File: src/rtl/vlsu_axi_throttle.sv
// ---------------------------------------------------------------------------
// vlsu_axi_throttle
//
// Purpose:
//   Sits between the vector load/store unit AXI master port and the memory
//   interconnect. Limits outstanding read bursts (AR issued, last R beat not
//   yet seen) and write bursts (AW issued, B not yet seen). Provides a
//   flush/drain handshake so the dispatcher can wait for all vector memory
//   traffic to retire before a fence or scalar access.
//   All channels pass through combinationally. Only the AR/AW valid/ready
//   pairs are gated. The outstanding counters and the drain FSM are registered.
//
// Ports:
//   clk_i              clock
//   rst_i              synchronous active-high reset
//   slv_req_i          requests from the load/store unit
//   slv_resp_o         responses to the load/store unit
//   mst_req_o          requests to memory
//   mst_resp_i         responses from memory
//   flush_req_i        start a drain (sampled only in RUN)
//   flush_ack_o        one-cycle pulse when the drain completes
//   rd_outstanding_o   outstanding read bursts
//   wr_outstanding_o   outstanding write bursts
//   idle_o             nothing outstanding and FSM in RUN
//   error_o            sticky counter underflow flag (cleared by reset only)
//   stall_rd_cycles_o  cycles an AR was presented while blocked
//   stall_wr_cycles_o  cycles an AW was presented while blocked
//
// Optional feature macro: VLSU_AXI_THROTTLE_STATS_EN
//   Defined   : stall counters are present and saturate at 32'hFFFF_FFFF.
//   Undefined : stall outputs are tied to 0 and no counter flops exist.
// ---------------------------------------------------------------------------

// Default AXI channel types. The top module takes the request/response types
// as type parameters, so an integrating design can pass its own structs as
// long as they use the same field names.
package vlsu_axi_throttle_pkg;

    typedef struct packed {
        logic [3:0]  id;
        logic [31:0] addr;
        logic [7:0]  len;
        logic [2:0]  size;
        logic [1:0]  burst;
    } ax_chan_t;

    typedef struct packed {
        logic [63:0] data;
        logic [7:0]  strb;
        logic        last;
    } w_chan_t;

    typedef struct packed {
        logic [3:0] id;
        logic [1:0] resp;
    } b_chan_t;

    typedef struct packed {
        logic [3:0]  id;
        logic [63:0] data;
        logic [1:0]  resp;
        logic        last;
    } r_chan_t;

    typedef struct packed {
        ax_chan_t aw;
        logic     aw_valid;
        w_chan_t  w;
        logic     w_valid;
        logic     b_ready;
        ax_chan_t ar;
        logic     ar_valid;
        logic     r_ready;
    } axi_req_t;

    typedef struct packed {
        logic    aw_ready;
        logic    ar_ready;
        logic    w_ready;
        logic    b_valid;
        b_chan_t b;
        logic    r_valid;
        r_chan_t r;
    } axi_resp_t;

endpackage

// ---------------------------------------------------------------------------
// vlsu_axi_throttle_cnt
//
// Purpose:
//   Saturating-at-zero outstanding-burst counter shared by the read and the
//   write side.
//
// Ports:
//   clk_i, rst_i   clock, synchronous active-high reset
//   inc_i          burst issued (address handshake on the master side)
//   dec_i          burst completed (last R beat / B handshake)
//   cnt_o          registered count
//   cnt_next_o     count after this cycle's events
//   full_o         registered count equals Max
//   underflow_o    completion seen with nothing outstanding
// ---------------------------------------------------------------------------
module vlsu_axi_throttle_cnt #(
    parameter int unsigned Max = 8,
    parameter int unsigned W   = $clog2(Max + 1)
) (
    input  logic         clk_i,
    input  logic         rst_i,
    input  logic         inc_i,
    input  logic         dec_i,
    output logic [W-1:0] cnt_o,
    output logic [W-1:0] cnt_next_o,
    output logic         full_o,
    output logic         underflow_o
);

    logic [W-1:0] cnt_q;

    // Simultaneous issue and completion cancel out. A completion with
    // nothing outstanding holds the count at zero and is reported instead.
    always_comb begin
        cnt_next_o  = cnt_q;
        underflow_o = 1'b0;
        if (inc_i && !dec_i) begin
            cnt_next_o = cnt_q + W'(1);
        end else if (dec_i && !inc_i) begin
            if (cnt_q == '0) begin
                underflow_o = 1'b1;
            end else begin
                cnt_next_o = cnt_q - W'(1);
            end
        end
    end

    always_ff @(posedge clk_i) begin
        if (rst_i) begin
            cnt_q <= '0;
        end else begin
            cnt_q <= cnt_next_o;
        end
    end

    assign cnt_o  = cnt_q;
    assign full_o = (cnt_q == W'(Max));

endmodule

// ---------------------------------------------------------------------------
// vlsu_axi_throttle (top)
// ---------------------------------------------------------------------------
module vlsu_axi_throttle #(
    parameter type         axi_req_t  = vlsu_axi_throttle_pkg::axi_req_t,
    parameter type         axi_resp_t = vlsu_axi_throttle_pkg::axi_resp_t,
    parameter int unsigned MaxRdTxns  = 8,
    parameter int unsigned MaxWrTxns  = 8,
    parameter int unsigned RdCntW     = $clog2(MaxRdTxns + 1),
    parameter int unsigned WrCntW     = $clog2(MaxWrTxns + 1)
) (
    input  logic              clk_i,
    input  logic              rst_i,
    input  axi_req_t          slv_req_i,
    output axi_resp_t         slv_resp_o,
    output axi_req_t          mst_req_o,
    input  axi_resp_t         mst_resp_i,
    input  logic              flush_req_i,
    output logic              flush_ack_o,
    output logic [RdCntW-1:0] rd_outstanding_o,
    output logic [WrCntW-1:0] wr_outstanding_o,
    output logic              idle_o,
    output logic              error_o,
    output logic [31:0]       stall_rd_cycles_o,
    output logic [31:0]       stall_wr_cycles_o
);

    localparam logic [1:0] StRun   = 2'd0;
    localparam logic [1:0] StDrain = 2'd1;
    localparam logic [1:0] StDone  = 2'd2;

    logic [1:0] state_q, state_d;

    logic [RdCntW-1:0] rd_cnt, rd_cnt_next;
    logic [WrCntW-1:0] wr_cnt, wr_cnt_next;
    logic              rd_full, wr_full;
    logic              rd_underflow, wr_underflow;
    logic              rd_inc, rd_dec, wr_inc, wr_dec;
    logic              ar_block, aw_block;
    logic              error_q;

    // Gating looks only at registered state, so a completion at the limit
    // frees the slot for the following cycle, never the same one.
    assign ar_block = rd_full || (state_q != StRun);
    assign aw_block = wr_full || (state_q != StRun);

    always_comb begin
        mst_req_o           = slv_req_i;
        mst_req_o.ar_valid  = slv_req_i.ar_valid && !ar_block;
        mst_req_o.aw_valid  = slv_req_i.aw_valid && !aw_block;
        slv_resp_o          = mst_resp_i;
        slv_resp_o.ar_ready = mst_resp_i.ar_ready && !ar_block;
        slv_resp_o.aw_ready = mst_resp_i.aw_ready && !aw_block;
    end

    // Issue is counted on the gated master-side handshake. Reads retire on
    // the last R beat; W beats are never tracked because W may lead AW.
    assign rd_inc = mst_req_o.ar_valid && mst_resp_i.ar_ready;
    assign rd_dec = mst_resp_i.r_valid && slv_req_i.r_ready && mst_resp_i.r.last;
    assign wr_inc = mst_req_o.aw_valid && mst_resp_i.aw_ready;
    assign wr_dec = mst_resp_i.b_valid && slv_req_i.b_ready;

    vlsu_axi_throttle_cnt #(
        .Max (MaxRdTxns),
        .W   (RdCntW)
    ) i_rd_cnt (
        .clk_i       (clk_i),
        .rst_i       (rst_i),
        .inc_i       (rd_inc),
        .dec_i       (rd_dec),
        .cnt_o       (rd_cnt),
        .cnt_next_o  (rd_cnt_next),
        .full_o      (rd_full),
        .underflow_o (rd_underflow)
    );

    vlsu_axi_throttle_cnt #(
        .Max (MaxWrTxns),
        .W   (WrCntW)
    ) i_wr_cnt (
        .clk_i       (clk_i),
        .rst_i       (rst_i),
        .inc_i       (wr_inc),
        .dec_i       (wr_dec),
        .cnt_o       (wr_cnt),
        .cnt_next_o  (wr_cnt_next),
        .full_o      (wr_full),
        .underflow_o (wr_underflow)
    );

    // Drain FSM. DRAIN exits on the post-update counts so the cycle carrying
    // the final completion is the last DRAIN cycle; with nothing outstanding
    // on entry DRAIN lasts one cycle.
    always_comb begin
        state_d = state_q;
        case (state_q)
            StRun: begin
                if (flush_req_i) state_d = StDrain;
            end
            StDrain: begin
                if ((rd_cnt_next == '0) && (wr_cnt_next == '0)) state_d = StDone;
            end
            StDone: begin
                state_d = StRun;
            end
            default: begin
                state_d = StRun;
            end
        endcase
    end

    always_ff @(posedge clk_i) begin
        if (rst_i) begin
            state_q <= StRun;
            error_q <= 1'b0;
        end else begin
            state_q <= state_d;
            if (rd_underflow || wr_underflow) error_q <= 1'b1;
        end
    end

    assign flush_ack_o      = (state_q == StDone);
    assign rd_outstanding_o = rd_cnt;
    assign wr_outstanding_o = wr_cnt;
    assign idle_o           = (rd_cnt == '0) && (wr_cnt == '0) && (state_q == StRun);
    assign error_o          = error_q;

`ifdef VLSU_AXI_THROTTLE_STATS_EN
    logic [31:0] stall_rd_q, stall_wr_q;

    // Counts cycles where the LSU presents an address the throttle holds off.
    always_ff @(posedge clk_i) begin
        if (rst_i) begin
            stall_rd_q <= '0;
            stall_wr_q <= '0;
        end else begin
            if (slv_req_i.ar_valid && ar_block && (stall_rd_q != 32'hFFFF_FFFF)) begin
                stall_rd_q <= stall_rd_q + 32'd1;
            end
            if (slv_req_i.aw_valid && aw_block && (stall_wr_q != 32'hFFFF_FFFF)) begin
                stall_wr_q <= stall_wr_q + 32'd1;
            end
        end
    end

    assign stall_rd_cycles_o = stall_rd_q;
    assign stall_wr_cycles_o = stall_wr_q;
`else
    assign stall_rd_cycles_o = 32'd0;
    assign stall_wr_cycles_o = 32'd0;
`endif

endmodule
File: config.mk
export PLATFORM = sky130hd
export DESIGN_NAME = vlsu_axi_throttle
export DESIGN_NICKNAME = d
export VERILOG_FILES = /design/src/rtl/vlsu_axi_throttle.sv
export SDC_FILE = /design/constraint.sdc
export NUM_CORES = 1
export LEC_CHECK = 0
export ABC_AREA = 1
export BUFFER_PORTS_ARGS = -buffer_cell sky130_fd_sc_hd__buf_2
export CORE_AREA = 3 3 228 230
export DETAILED_ROUTE_END_ITERATION = 7
export DIE_AREA = 0 0 231 233
export PLACE_DENSITY = 0.3
export SYNTH_ARGS = -nofsm -noshare
export SYNTH_HDL_FRONTEND = slang
export SYNTH_HIERARCHICAL = 1
export SYNTH_SLANG_ARGS = --single-unit
File: constraint.sdc
create_clock -name clk_i -period 2.8 [get_ports clk_i]
set_clock_uncertainty 0.05 [all_clocks]
set_input_delay 0.56 -clock clk_i [delete_from_list [all_inputs] [get_ports clk_i]]
set_output_delay 0.56 -clock clk_i [all_outputs]
set_load 0.05 [all_outputs]
==> results of run 1 <==
-- kinds of logic (layout without fill, tap and decap cells) --
kind of cell    after synthesis  count (layout)  share of synthesized area
compound gates               14              14                     0.0288
xor+xnor                      4               4                     0.0104
fa+ha+maj                     4               4                     0.0148
buf+inv                     345              65                      0.740
flops                        11              11                     0.0651
other cells                   1              64                    0.00111
simple gates                 83              83                      0.140
-- power breakdown --
group / switching (uW) / leakage, uW / total (uW) / internal, uW
clock network: 72.9 / 0.0000382 / 264 / 191
registers: 21.0 / 0.0000900 / 199 / 178
logic: 560 / 0.000759 / 693 / 133
total: 654 / 0.000887 / 1160 / 503
-- repair_timing --
action | CTS | global route
setup buffers | 0 | 0
endpoints found under the setup margin | 0 | 2
gates resized for setup | 0 | 2
-- state kept, by name, indices dropped and copies added (netlist names) --
name / cells
i_rd_cnt/cnt_o: 4
state_q: 2
i_wr_cnt/cnt_o: 4
error_o: 1
-- worst max-delay path, stage by stage (launching register included) --
cell and delay [ns]:
dfxtp_1 0.35, inv_1 0.15, ha_1 0.23, inv_1 0.07, nor3_1 0.36, nor4_2 0.12
buf_4 0.16, nor2_4 0.15, nand2_2 0.08, nand2_2 0.06, xor2_1 0.17, inv_1 0.05
nor2_1 0.10, nand2_1 0.09, o21ai_1 0.13, a21oi_1 0.07
-- layout make-up --
type	instances	area share
Multi-Input combinational cell	169	0.390
Clock buffer	4	0.0337
Inverter	25	0.0401
Timing Repair Buffer	36	0.0824
Tap cell	672	0.359
Sequential cell	11	0.0941
-- per-stage QoR --
stage | util | setup TNS (ns) | cell area, um2 | std cells
floorplan | - | -0.371 | 3630 | 525
finish | 0.0467 | 0 | 2340 | 917
CTS | 0.0466 | 0 | 2330 | 917
detailed placement | 0.0450 | 0 | 2250 | 913
global placement | 0.0450 | 0 | 2250 | 913
global route | 0.0467 | 0 | 2340 | 917
-- synth_stat cells --
cell type / instances / area share
o21ai_1: 1 / 0.0015
nand4_1: 3 / 0.0055
buf_4: 318 / 0.71
o21ai_2: 2 / 0.0052
dfxtp_1: 11 / 0.065
o21bai_1: 2 / 0.0044
nand2_2: 6 / 0.011
inv_1: 18 / 0.020
nand2_1: 25 / 0.028
nor4_2: 2 / 0.0074
nor3_1: 7 / 0.010
conb_1: 1 / 0.0011
nor2_4: 6 / 0.020
xor2_1: 4 / 0.010
a21oi_1: 5 / 0.0074
buf_6: 2 / 0.0067
a21oi_2: 4 / 0.010
nand3b_1: 2 / 0.0044
nand3_1: 6 / 0.0089
nor2_1: 14 / 0.016
ha_1: 4 / 0.015
nand3_2: 4 / 0.012
nor3_2: 2 / 0.0059
and3_1: 1 / 0.0019
inv_2: 7 / 0.0078
nor2_2: 5 / 0.0092
-- path summary, 6_finish.rpt --
check,endpoint,slack [ns],depth (start not counted),startpoint
max reg2reg,state_q[0],0.29,15,i_rd_cnt/cnt_o[0]
min reg2reg,error_o,0.43,2,error_o
min,error_o,0.43,2,error_o
max,state_q[0],0.29,15,i_rd_cnt/cnt_o[0]
-- layer usage --
metal / vias to the layer above / routed length [um] / share of wire / global-route usage
li1: 597 / - / - / -
met1: 581 / 2400 / 0.22 / 0.0230
met2: 275 / 4920 / 0.44 / 0.0588
met3: 115 / 2380 / 0.21 / 0.0365
met4: 0 / 1370 / 0.12 / 0.0484
met5: - / 0 / 0 / 0
==> flow_summary.yaml, run 1 <==
timing:
  fmax_ghz: 0.398
  rsz0062_at_grt: "false"
  post-route-period-util: 0.897
  setup_slack_ns: 0.287
  setup_viol: 0
  period_needed_ns: 2.51
  worst-slew-pin-transition_ns: 0.548
  slew_headroom: 0.632
  hold_ws_ns: 0.426
  hold_violations: 0
  report.final.slew_viol_count: 0
floorplan:
  fp.dieW_um: 231
  die_h_um: 233
  die_area_mm2: 0.0538
  pin_count: 594
  rows: 82
  coreArea_mm2: 0.0501
  start_util: 0.0676
power:
  finalPower_uw: 1160
  ir_drop_mv: 0.144
  leakagePower_uw: 0.000887
  pwr_density_cell_mw_per_mm2: 494
routing:
  wire_per_inst_um: 12.1
  remaining_drc_errors: 0
  antenna_left: 0
  via_count: 1568
  drt-vias-per-instance: 1.71
  initialDrtViolationCount: 32
  wl_um: 11100
  first_pass_iters: 3
finish:
  drive_above_1_share: 0.331
  multi_input_area_um2: 913
  area_delta_synth_final_pct: -30.8
  layout_common_cells: "conb_1, buf_2, nand2_1"
  antennaDiodeCount: 0
  nets: 511
  nFillCells: 6028
  final_common_cell: "conb_1"
  seqCellArea_um2: 220
global_routing:
  antenna_found_initial: 1
  grt.total_usage: 0.0385
  grt_remaining_overflow: 0
  grt_pass1_wl_um: 13400
  grt_start_max_net_pins: 12
  grt_pass1_vias: 1542
cts:
  clockRootBuffer: "clkbuf_16"
  clkSlewWorstSetupHoldPaths_ns: 0.04
  holdBufCountCts: 0
  clock_sinks: 11
  cts.path.max_buffers: 2
  cts_tree: "done"
  cts-htree-levels: 1
  cts_made_buffers: 3
  insertion_delay_ns: 0.24
synth:
  yosys_warnings: 6
  syn-cell-area_mm2: 0.00338
  syn_area_per_cell_um2: 7.32
  yosysUniqueCellTypes: 26
  seq_area_frac_synth: 0.0651
  ys_ff_latch: 11
  netlist_instances: 462
critical_path:
  end_kind: "flop"
  setup.worst_path.start_class: "flop"
  crit_fanout: 5
  cp.arrival_ns: 2.58
  critPathKind: "reg2reg"
  crit_required_ns: 2.87
placed_design:
  dp_slack_ns: 0.212
  dpl.hpwl_um: 9810
  gp_routability_congestion: 0.691
  io_buffers: 31
run:
  drv_cap: 0
min_path:
  holdCritPathClass: "reg2reg"
status:
  status: "finished, final reports clean"
No activity file was read; power rests on OpenSTA's default activity.
==> inputs of run 2 (changes only) <==
--- a/config.mk
+++ b/config.mk
@@ -7,11 +7,10 @@
 export LEC_CHECK = 0
 export ABC_AREA = 1
 export BUFFER_PORTS_ARGS = -buffer_cell sky130_fd_sc_hd__buf_2
-export CORE_AREA = 3 3 228 230
+export CORE_AREA = 3 3 233 235
 export DETAILED_ROUTE_END_ITERATION = 7
-export DIE_AREA = 0 0 231 233
+export DIE_AREA = 0 0 236 238
 export PLACE_DENSITY = 0.3
 export SYNTH_ARGS = -nofsm -noshare
 export SYNTH_HDL_FRONTEND = slang
-export SYNTH_HIERARCHICAL = 1
 export SYNTH_SLANG_ARGS = --single-unit
==> run 2 against run 1 <==
  * Register-to-register slack improved by 0.27 ns
  * Cell count increased by 1.7%
  * Power decreased by 6.4%
  * Sequential power about the same
  * Cell area decreased by 1.7%
  * Worst hold slack got worse by 0.014 ns
  * Routed wire length decreased by 6.9%
  * Sequential share of layout area increased by 0.16 points
  * Global-route usage decreased by 0.53 points
  * Synthesized cell count increased by 0.43%
  * Clock power increased by 5%
  * Critical endpoint is now idle_o
  * Highest routed layer unchanged
==> flow_summary.yaml, run 2 <==
critical_path:
  cp.arrival_ns: 2.02
  end_kind: "primary output"
  crit_fanout: 5
  worst-path-buf-inv: 2
  crit_family: "simple AND/OR/NAND/NOR gates"
  setup.worst_path.start_class: "flop"
  crit_path_cell_trace: "inv_1 -> ha_1 -> nand3_1 -> nor4_4 -> buf_2"
  max_stage_delay_ns: 0.36
  crit_required_ns: 2.19
  crit_slowest_cell: "dfxtp_1"
  critPathKind: "reg2out"
synth:
  synth_top_family_by_area: "buffers and inverters"
  synth_compound_area_frac: 0.0147
  synthSimpleGateAreaFrac: 0.154
  seq_area_frac_synth: 0.0661
  syn_area_per_cell_um2: 7.18
  synth_edf_count: 0
  synth_xor_area_frac: 0.00789
  async_reset_ff_frac: 0
  synth_top_area_frac: 0.717
  synth.most_common_cell: "buf_4"
  yosysUniqueCellTypes: 31
  netlist_instances: 464
  synth_largest_area_cell: "buf_4"
  synth_area_leaders: "buf_4, dfxtp_1, nand2_1"
  yosys.area_share.adder: 0.0150
  syn-cell-area_mm2: 0.00333
  synthTopCellsByCount: "buf_4, nand2_1, nand3_1"
  synthFlopType: "dfxtp_1"
  ys_ff_latch: 11
  synthMuxAreaShare: 0
  yosys_warnings: 0
routing:
  topRoutingLayerUsed: "met4"
  via_count: 1660
  wire_per_inst_um: 11.1
  remaining_drc_errors: 0
  antenna_left: 0
  initialDrtViolationCount: 31
  wl_met2_um: 4390
  first_pass_iters: 4
  wl_um: 10300
  wl_met3_um: 2070
  drt-vias-per-instance: 1.78
  wl_met1_um: 2590
cts:
  cts_made_buffers: 3
  clockRootBuffer: "clkbuf_16"
  cts-htree-levels: 1
  cts_setup_buffers: 0
  clkSlewWorstSetupHoldPaths_ns: 0.05
  clock_sinks: 11
  insertion_delay_ns: 0.25
  cts_tree: "done"
  cts.path.max_buffers: 2
placed_design:
  dpl.hpwl_um: 9050
  dp_slack_ns: 0.319
  io_buffers: 31
  gp_routability_congestion: 0.661
timing:
  hold_violations: 0
  tns_ns: 0
  setup_slack_ns: 0.173
  post-route-period-util: 0.938
  fmax_ghz: 0.381
  rsz0062_at_grt: "false"
  report.final.slew_viol_count: 0
  period_needed_ns: 2.63
  setup_viol: 0
finish:
  layout_common_cells: "conb_1, nand2_1, buf_2"
  antennaDiodeCount: 0
  drive_above_1_share: 0.212
  area_delta_synth_final_pct: -30.9
  nets: 511
  final_common_cell: "conb_1"
status:
  status: "finished, final reports clean"
power:
  ir_drop_mv: 0.152
  leakagePower_uw: 0.000887
  pwr_density_cell_mw_per_mm2: 471
global_routing:
  grt_start_max_net_pins: 12
  antenna_found_initial: 0
  grt_pass1_wl_um: 12800
  grt_pass1_vias: 1681
  grt.total_usage: 0.0332
  grt_remaining_overflow: 0
floorplan:
  die_h_um: 238
  rows: 84
  start_util: 0.0635
  die_area_mm2: 0.0562
  coreArea_mm2: 0.0524
  fp.dieW_um: 236
  pin_count: 594
run:
  drv_cap: 0
min_path:
  holdCritPathClass: "reg2reg"
[run 2: changes by cell type after synthesis, moves of 3 or more]
cell | before | now
a21oi_2 | 4 | 0
inv_2 | 7 | 4
nand2_1 | 25 | 42
nand2_2 | 6 | 0
nand3_1 | 6 | 22
nor2_2 | 5 | 1
nor2_4 | 6 | 1
nor3_1 | 7 | 0
xor2_1 | 4 | 1
[run 2: logic make-up after synthesis]
| family | after synthesis |
|---|---|
| AOI/OAI and AO/OA | 8 |
| xor gates and xnor gates | 3 |
| adders and majority gates | 4 |
| buffers and inverters | 340 |
| DFF | 11 |
| other | 1 |
| and+or+nand+nor | 97 |
[run 2: metal layers]
| layer | track usage | vias up |
|---|---|---|
| li1 | - | 610 |
| met1 | 0.0239 | 624 |
| met2 | 0.0476 | 276 |
| met3 | 0.0285 | 150 |
| met4 | 0.0422 | 0 |
| met5 | 0 | - |
[run 2: where the power goes]
part           switching, uW  leakage [uW]  internal, uW
clock                   84.0     0.0000382           193
combinational            496      0.000758           112
sequential              25.6     0.0000902           174
[run 2: final cells by class]
type | instances | area [um2]
multi-input cells | 176 | 892
clock buffers | 4 | 78.8
flip-flops and latches | 11 | 220
inverters | 21 | 78.8
well taps | 688 | 861
fillers | 6230 | 50100
repair buffers | 33 | 170
[run 2: final timing paths]
kind | start | slack, ns | cells after the start | to
setup / recovery | i_rd_cnt.cnt_o[0] | 0.17 | 5 | idle_o
hold / removal | error_o | 0.41 | 2 | error_o
setup reg to reg | i_rd_cnt.cnt_o[0] | 0.56 | 14 | state_q[0]
hold reg to reg | error_o | 0.41 | 2 | error_o
[run 2: worst register-to-register path: stages (launching register included)]
cell,delay [ns]
dfxtp_1,0.42
inv_1,0.13
ha_1,0.30
nand3_4,0.14
nand4_2,0.18
nand2_1,0.18
nand2_1,0.06
nand2_1,0.06
nand2_1,0.04
nand2_1,0.08
nand2_1,0.05
nor2_1,0.18
nand2_1,0.12
nand2_1,0.08
a21oi_1,0.05
[run 2: through the flow]
step | cell area [um2] | hold WS (ns) | power, uW | util | instances
after CTS | 2290 | 0.420 | 1100 | 0.0437 | 933
after global placement | 2210 | 0.411 | 824 | 0.0422 | 929
final | 2300 | 0.412 | 1080 | 0.0439 | 933
after global routing | 2300 | 0.467 | 1160 | 0.0439 | 933
after floorplan | 3570 | 0.480 | 1710 | - | 527
after detailed placement | 2210 | 0.406 | 813 | 0.0422 | 929
[run 2: what timing repair did]
action,in CTS,in global routing
setup endpoints to repair,0,1
resized for setup,0,1
hold buffers,0,0
==> inputs of run 3 (changes only) <==
--- a/config.mk
+++ b/config.mk
@@ -8,6 +8,7 @@
 export ABC_AREA = 1
 export BUFFER_PORTS_ARGS = -buffer_cell sky130_fd_sc_hd__buf_2
 export CORE_AREA = 3 3 233 235
+export CTS_BUF_LIST = sky130_fd_sc_hd__clkbuf_8
 export DETAILED_ROUTE_END_ITERATION = 7
 export DIE_AREA = 0 0 236 238
 export PLACE_DENSITY = 0.3
==> run 3 against run 2 <==
  * Power down 9.6%
  * Sequential cell count unchanged
  * Register-to-register slack about the same
  * Combinational power about the same
  * Setup slack worse by 0.0076 ns
  * Die area unchanged
==> flow_summary.yaml, run 3 (synthesis results as in run 2) <==
cts:
  holdBufCountCts: 0
  insertion_delay_ns: 0.25
  cts_tree: "done"
  clock_sinks: 11
  clockRootBuffer: "clkbuf_8"
  cts-htree-levels: 1
  clkSlewWorstSetupHoldPaths_ns: 0.06
  cts_made_buffers: 3
  cts.path.max_buffers: 2
status:
  status: "finished, final reports clean"
floorplan:
  die_h_um: 238
  fp.dieW_um: 236
  die_area_mm2: 0.0562
  coreArea_mm2: 0.0524
  pin_count: 594
  rows: 84
  start_util: 0.0635
finish:
  final_common_cell: "conb_1"
  antennaDiodeCount: 0
  finalInstanceArea_mm2: 0.00227
  layout_common_cells: "conb_1, nand2_1, buf_2"
  nets: 511
  drive_above_1_share: 0.212
  nFillCells: 6231
  area_delta_synth_final_pct: -31.9
min_path:
  holdPathEnd: "error_o"
  hold_path_depth: 2
  hp-start: "error_o"
  holdCritPathClass: "reg2reg"
critical_path:
  rr_worst_depth: 14
  critPathKind: "reg2out"
  ff2ff_setup_slack_ns: 0.56
  cp.arrival_ns: 2.02
  crit_required_ns: 2.19
  end_kind: "primary output"
  crit_fanout: 5
  r2r_end: "state_q[0]"
  r2r_start: "i_rd_cnt.cnt_o[0]"
  setup.worst_path.start_class: "flop"
power:
  ir_drop_mv: 0.152
  pwr_density_cell_mw_per_mm2: 432
  leakagePower_uw: 0.000875
  finalPower_uw: 979
global_routing:
  grt_pass1_vias: 1682
  grt_remaining_overflow: 0
  grt.total_usage: 0.0332
  grt_pass1_wl_um: 12900
  grt_start_max_net_pins: 12
  antenna_found_initial: 0
placed_design:
  gp_routability_congestion: 0.661
  postPlaceCellArea_mm2: 0.00221
  dpl.hpwl_um: 9050
  io_buffers: 31
routing:
  wire_per_inst_um: 11.1
  remaining_drc_errors: 0
  wl_um: 10300
  antenna_left: 0
  initialDrtViolationCount: 27
  first_pass_iters: 4
  drt-vias-per-instance: 1.79
  via_count: 1667
timing:
  report.final.slew_viol_count: 0
  post-route-period-util: 0.941
  rsz0062_at_grt: "false"
  hold_violations: 0
  hold_ws_ns: 0.415
  tns_ns: 0
  setup_viol: 0
  fmax_ghz: 0.380
  period_needed_ns: 2.63
run:
  drv_cap: 0
run 3: cell count changes in the layout (fill, tap and decap cells not counted), sizes merged:
cell / before / now
clkbuf: 4 / 3
inv: 20 / 21
run 3: through the flow:
stage / cells / util / setup slack, ns
global route: 933 / 0.0432 / 0.00690
global placement: 929 / 0.0422 / 0.244
detailed placement: 929 / 0.0422 / 0.319
CTS: 933 / 0.0431 / 0.0149
floorplan: 527 / - / 0.102
finish: 933 / 0.0432 / 0.166
run 3: area by class of cell:
cell class	count	area, um2	area share
flip-flops and latches	11	220	0.0971
multi-input cells	176	892	0.393
inverters	21	78.8	0.0348
clock inverters	1	3.75	0.00166
clock buffers	3	41.3	0.0182
repair buffers	33	170	0.0751
well taps	688	861	0.380
run 3: power by group:
part / internal, uW / total [uW] / switching [uW]
registers: 174 / 199 / 25.6
clock network: 97.2 / 174 / 76.5
logic: 112 / 606 / 495
total: 382 / 979 / 597
run 3: critical path, cell delays in order, from the launching register on:
cell	delay, ns
dfxtp_1	0.36
inv_1	0.14
ha_1	0.30
nand3_1	0.27
nor4_4	0.36
buf_2	0.33
run 3: routing by layer:
metal	GRT usage	wire length, um	part of all wire
met5	0	0	0
met3	0.0285	2070	0.20
met1	0.0239	2600	0.25
met4	0.0422	1270	0.12
met2	0.0477	4370	0.42
run 3: how the worst max path moves through the flow:
stage,endpoint,slack [ns],from,cells past startpoint
floorplan,state_q[0],0.10,i_wr_cnt.cnt_o[0],14
global placement,idle_o,0.24,i_rd_cnt.cnt_o[0],5
detailed placement,idle_o,0.32,i_rd_cnt.cnt_o[0],5
CTS,idle_o,0.01,i_rd_cnt.cnt_o[0],5
global route,idle_o,0.007,i_rd_cnt.cnt_o[0],5
finish,idle_o,0.17,i_rd_cnt.cnt_o[0],5
run 3: timing repair:
item | 4_1_cts | 5_1_grt
endpoints found under the setup margin | 0 | 1
setup buffers | 0 | 0
gates resized for setup | 0 | 1
